[src/rtl/seg7_scan_driver.sv]
// Four-digit common-anode 7-segment scan driver: frame-latched glyph codes, de-ghost blank per slot.
// Optional per-digit blinking is enabled by defining SEGDISP_BLINK_EN (adds the blink_mask port).
module seg7_scan_driver #(
   parameter int unsigned REFRESH_DIV  = 100000,
   parameter int unsigned BLANK_CYCLES = 1000,
   parameter int unsigned BLINK_FRAMES = 128
) (
   input  logic        clk,
   input  logic        reset,
   input  logic        active,
   input  logic [19:0] seg_data,
`ifdef SEGDISP_BLINK_EN
   input  logic [3:0]  blink_mask,
`endif
   output logic [3:0]  an,
   output logic [6:0]  seg,
   output logic        dp
);

   localparam int unsigned CNT_W = (REFRESH_DIV > 1) ? $clog2(REFRESH_DIV) : 1;
   localparam logic [19:0] SHADOW_RST = 20'h7BDEF;

   typedef struct packed {
      logic [3:0] an;
      logic [6:0] seg;
      logic       dp;
   } disp_t;

   localparam disp_t DISP_BLANK = '{an: 4'hF, seg: 7'h7F, dp: 1'b1};

   typedef enum logic {PH_BLANK, PH_DRIVE} phase_e;

   logic [CNT_W-1:0] cnt, cnt_nxt;
   logic [1:0]       d, d_nxt;
   logic [19:0]      shadow, shadow_nxt;
   disp_t            disp_q, disp_nxt;
   logic [31:0]      cnt_ext;
   logic             cnt_wrap;
   logic [4:0]       cur_code;
   logic             digit_off;
   phase_e           phase_c;

`ifdef SEGDISP_BLINK_EN
   localparam int unsigned FR_W = (BLINK_FRAMES > 1) ? $clog2(BLINK_FRAMES) : 1;
   logic [FR_W-1:0] frame_cnt, frame_cnt_nxt;
   logic            blink_on, blink_on_nxt;
   logic [31:0]     frame_ext;
   assign frame_ext = 32'(frame_cnt);
`endif

   // Active-low glyph table for the low nibble of a code.
   function automatic logic [6:0] glyph(input logic [3:0] c);
      logic [6:0] g;
      case (c)
         4'h0: g = 7'h40;
         4'h1: g = 7'h79;
         4'h2: g = 7'h24;
         4'h3: g = 7'h30;
         4'h4: g = 7'h19;
         4'h5: g = 7'h12;
         4'h6: g = 7'h02;
         4'h7: g = 7'h78;
         4'h8: g = 7'h00;
         4'h9: g = 7'h10;
         4'hA: g = 7'h2B;
         4'hB: g = 7'h03;
         4'hC: g = 7'h21;
         4'hD: g = 7'h41;
         4'hE: g = 7'h0C;
         default: g = 7'h7F;
      endcase
      return g;
   endfunction

   assign cnt_ext  = 32'(cnt);
   assign cnt_wrap = (cnt_ext == REFRESH_DIV - 32'd1);
   assign phase_c  = (cnt_ext + 32'd1 <= BLANK_CYCLES) ? PH_BLANK : PH_DRIVE;

   always_comb begin
      cur_code = shadow[4:0];
      case (d)
         2'd0: cur_code = shadow[4:0];
         2'd1: cur_code = shadow[9:5];
         2'd2: cur_code = shadow[14:10];
         2'd3: cur_code = shadow[19:15];
         default: cur_code = shadow[4:0];
      endcase
   end

`ifdef SEGDISP_BLINK_EN
   assign digit_off = !blink_on && blink_mask[d];
`else
   assign digit_off = 1'b0;
`endif

   // Next-state and next-output logic; inactive display holds the scan at frame start.
   always_comb begin
      cnt_nxt    = cnt;
      d_nxt      = d;
      shadow_nxt = shadow;
      disp_nxt   = DISP_BLANK;
`ifdef SEGDISP_BLINK_EN
      frame_cnt_nxt = frame_cnt;
      blink_on_nxt  = blink_on;
`endif
      if (!active) begin
         cnt_nxt    = '0;
         d_nxt      = '0;
         shadow_nxt = seg_data;
`ifdef SEGDISP_BLINK_EN
         frame_cnt_nxt = '0;
         blink_on_nxt  = 1'b1;
`endif
      end else begin
         if (cnt_wrap) begin
            cnt_nxt = '0;
            d_nxt   = d + 2'd1;
            if (d == 2'd3) begin
               shadow_nxt = seg_data;
`ifdef SEGDISP_BLINK_EN
               if (frame_ext == BLINK_FRAMES - 32'd1) begin
                  frame_cnt_nxt = '0;
                  blink_on_nxt  = !blink_on;
               end else begin
                  frame_cnt_nxt = frame_cnt + FR_W'(1);
               end
`endif
            end
         end else begin
            cnt_nxt = cnt + CNT_W'(1);
         end
         if (phase_c == PH_DRIVE && !digit_off) begin
            disp_nxt.an  = ~(4'b0001 << d);
            disp_nxt.seg = glyph(cur_code[3:0]);
            disp_nxt.dp  = !(cur_code[4] && (cur_code[3:0] != 4'hF));
         end
      end
   end

   always_ff @(posedge clk) begin
      if (reset) begin
         cnt    <= '0;
         d      <= '0;
         shadow <= SHADOW_RST;
         disp_q <= DISP_BLANK;
`ifdef SEGDISP_BLINK_EN
         frame_cnt <= '0;
         blink_on  <= 1'b1;
`endif
      end else begin
         cnt    <= cnt_nxt;
         d      <= d_nxt;
         shadow <= shadow_nxt;
         disp_q <= disp_nxt;
`ifdef SEGDISP_BLINK_EN
         frame_cnt <= frame_cnt_nxt;
         blink_on  <= blink_on_nxt;
`endif
      end
   end

   assign an  = disp_q.an;
   assign seg = disp_q.seg;
   assign dp  = disp_q.dp;

endmodule

[config.mk]
export PLATFORM = sky130hd
export DESIGN_NAME = seg7_scan_driver
export DESIGN_NICKNAME = d
export VERILOG_FILES = /design/src/rtl/seg7_scan_driver.sv
export SDC_FILE = /design/constraint.sdc
export NUM_CORES = 1
export LEC_CHECK = 0
export CAP_MARGIN = 20
export CORE_MARGIN = 10
export CORE_UTILIZATION = 54
export CTS_CLUSTER_DIAMETER = 100
export CTS_CLUSTER_SIZE = 12
export DETAILED_ROUTE_END_ITERATION = 8
export PLACE_DENSITY = 0.86
export SYNTH_ARGS = -nofsm -noshare
export SYNTH_HDL_FRONTEND = slang
export SYNTH_SLANG_ARGS = --single-unit
[constraint.sdc]
create_clock -name clk -period 2.5 [get_ports clk]
set_input_delay 0.5 -clock clk [delete_from_list [all_inputs] [get_ports clk]]
set_output_delay 0.5 -clock clk [all_outputs]
set_load 0.02 [all_outputs]
==> results of run 1 <==
==> metrics by stage <==
step / instance area [um^2] / TNS (ps) / std cells
6_report: 3077 / 0 / 387
5_1_grt: 3077 / -21.74 / 387
4_1_cts: 3058 / 0 / 386
3_5_place_dp: 2940 / 0 / 378
3_3_place_gp: 2940 / 0 / 378
2_1_floorplan: 2532 / 0 / 297
==> metal layers <==
layer / GRT usage / up-vias / share of wire
met2: 0.2552 / 57 / 0.48
met5: 0 / - / 0
met4: 0.05433 / 0 / 0.017
met1: 0.1849 / 1026 / 0.45
li1: - / 1091 / -
met3: 0.04044 / 8 / 0.055
==> cell usage in the layout, fill, tap and decap left out, drive strengths merged, types with 2 or more instances in the layout <==
cell / instances
clkbuf: 6
and4: 3
a222oi: 4
and3: 3
nand3: 31
a31oi: 4
o21ai: 2
a21oi: 13
mux4: 2
nor4b: 2
nor2b: 3
o211ai: 3
and4b: 3
buf: 14
ha: 12
clkinv: 2
nor2: 29
nand4: 5
xnor2: 9
clkdlybuf4s50: 34
nand2: 53
xor2: 9
inv: 10
dfxtp: 51
mux2i: 8
nor3: 4
or3: 2
==> registers in the layout, summed over array words and instances (netlist names) <==
signal and cells:
shadow 20, dp 1, seg 7, d 2
an 4, cnt 17
==> area by class of cell <==
cell class,instances,share of cell area
Clock buffer,6,0.02684
Clock inverter,2,0.01139
Inverter,11,0.01342
Multi-Input combinational cell,217,0.4502
Sequential cell,51,0.3322
Tap cell,52,0.02115
Timing Repair Buffer,48,0.1448
==> cells in the mapped netlist (2+ instances only) <==
cell / count
a21oi_1: 13
a222oi_1: 4
a31oi_1: 4
and3_1: 3
and4_4: 2
and4b_1: 3
buf_2: 5
buf_6: 2
clkbuf_1: 8
clkbuf_2: 2
dfxtp_1: 51
ha_1: 12
inv_1: 10
mux2i_1: 8
mux4_2: 2
nand2_1: 53
nand3_1: 30
nand4_1: 3
nor2_1: 29
nor2b_1: 3
nor3_1: 4
nor4b_1: 2
o211ai_1: 3
or3_1: 2
xnor2_1: 9
xor2_1: 9
==> power by group through the flow <==
stage                     Clock (mW)  Sequential (mW)  Combinational (mW)
after global placement             0            0.867               0.155
final                          0.589            0.850               0.167
after floorplan                    0            0.862              0.0953
after CTS                      0.595            0.849               0.163
after global routing           0.622            0.852               0.184
after detailed placement           0            0.868               0.161
==> worst max-delay path by stage <==
stage | from | endpoint | slack, ps | cells after the start
final | d[0]$_SDFFE_PP0P_ | seg[4]$_SDFF_PP1_ | 90 | 9
after global routing | d[0]$_SDFFE_PP0P_ | seg[4]$_SDFF_PP1_ | -20 | 9
after CTS | d[0]$_SDFFE_PP0P_ | seg[4]$_SDFF_PP1_ | 3 | 9
after detailed placement | d[0]$_SDFFE_PP0P_ | seg[4]$_SDFF_PP1_ | 20 | 9
after global placement | d[0]$_SDFFE_PP0P_ | seg[4]$_SDFF_PP1_ | 170 | 9
after floorplan | d[0]$_SDFFE_PP0P_ | seg[4]$_SDFF_PP1_ | 230 | 9
==> worst max-delay path, delay by kind of cell, from the launching register on <==
kind            cells  cell delay, ps
mux                 2             730
fa+ha+maj           2             510
flops               1             380
compound gates      1             300
buf+inv             2             220
simple gates        2             140
==> cell families (layout without fill, tap and decap cells) <==
family,count (synthesis),count (layout),share of synthesized area
and+or+nand+nor,142,142,0.2772
DFF,51,51,0.4032
AOI/OAI and AO/OA,34,34,0.09042
buffers and inverters,29,67,0.05385
xor gates and xnor gates,18,18,0.06226
adders and majority gates,12,12,0.05929
muxes,11,11,0.05385
==> timing repair <==
action                     in CTS  in global routing
resized for setup               0                  4
setup buffers                   0                  1
setup endpoints to repair       0                  4
==> metrics.txt, run 1 <==
outcome complete, no violations; FP Rows 24; synth unique cells 47; post-synth net total 332; syn_area_per_cell 8.527 um^2; CP arrival 2590 ps; WL final 5.875 mm; hold slack 474.4 ps; Worst-Skew Late Latency 300 ps; Critical Path Most Common Cell inv_1; vias 2,182; CTS Buf Count 5; Ports 35; # diodes 0; DR iter-0 viols 232; WHS Endpoint shadow[14]$_SDFFE_PP0P_; Worst-path clk slew 90 ps; initial antenna violation count 0; #FFs+latches synth 51; P_leak 1.275 nW; switching power 0.3632 mW; Cells on Worst Hold Path 2; Util after Layout 0.6923; clock group share of total power 0.367; flop-to-flop setup slack 90 ps; Sw Ratio 0.2261; Slew headroom 0.6348; # fillers 346; layout cells sized above 1 0.1045; max-slew violations 0; # hold bufs at CTS 0; drt drc 0; largest net degree at the start of global routing 18; fin crit share 0.9621; max_cap viols 0; wire length per cell 15.18 um; synth top area cells dfxtp_1 (40%), nand2_1 (7.9%), ha_1 (5.9%); VDD IR max 0.0004209 V; vias in the first global route 2,058; Cell Pwr Density 522.0 nW/um^2; Slowest-stage cell, CP mux4_2; width of the die 88.48 um; total global routing overflow 0; GRT Total Usage 0.1528; R2R Path Start d[0]$_SDFFE_PP0P_; Hold Path Class reg -> reg; core area 4444 um^2; Final nets 369; yosys warns 0; full die area 7829 um^2; Mapped Area 2532 um^2; combinational cell fraction of total power 0.104; EDFF count, synth 0; global-route wire length before repair 9.625 mm; Setup crit end kind flop; Port-buffer cells 34; die height 88.48 um; Setup Slack @ Placement 18.21 ps; measured slew at the worst slew-check pin 537.1 ps; Starting Density 0.5698; GP Congestion 0.8327; clk buf depth 2; Seq pwr share 0.529; critical path type reg -> reg; Pint 1.243 mW; Sink Count 51; P&R area growth vs syn 21.49%; vias per cell 5.638; Hold Crit Start shadow[14]$_SDFFE_PP0P_; crit path cell chain inv_1 -> ha_2 -> a222oi_1 -> mux2_4 -> inv_1 -> ha_1 -> mux4_2 -> nor2_1 -> nand2_1; Final ANT Viol Nets 0; largest stage delay on the critical path 480 ps; Final Hold Fails 0; Tot Pwr 1.606 mW; crit path max fanout 6; crit start category flop; DRT Pass-1 Iters 4; CP required 2690 ps; Synth top area share 0.4032; FF-to-FF path depth 9; final setup margin 94.79 ps; Final min period 2405 ps; f_max 415.8 MHz; htree depth 2; register area share after synthesis 0.4032; DPL Wire Length 4.400 mm; reg-to-reg endpoint seg[4]$_SDFF_PP1_; FF+latch area 1022 um^2; Top FF cell, synth dfxtp_1; root buffer cell clkbuf_8; cell type with the largest total area after synthesis dfxtp_1; area of the multi-input gates 1385 um^2; asr flop ratio synth 0; cell count after synthesis 297; CTS tree yes; Worst Skew 4.546 ps; Setup violations, final 0
No activity file was read; power rests on OpenSTA's default activity.
==> run 2: changes to the inputs <==
Settings changed: ABC_CLOCK_PERIOD_IN_PS set to 2500.
==> results of run 2 <==
Same layout as run 1: the final DEF is identical, and so are final timing and power.
==> run 3: changes to the inputs <==
Settings changed: GPL_ROUTABILITY_DRIVEN set to 0.
==> results of run 3 <==
Same layout as run 1: the final DEF is identical, and so are final timing and power.
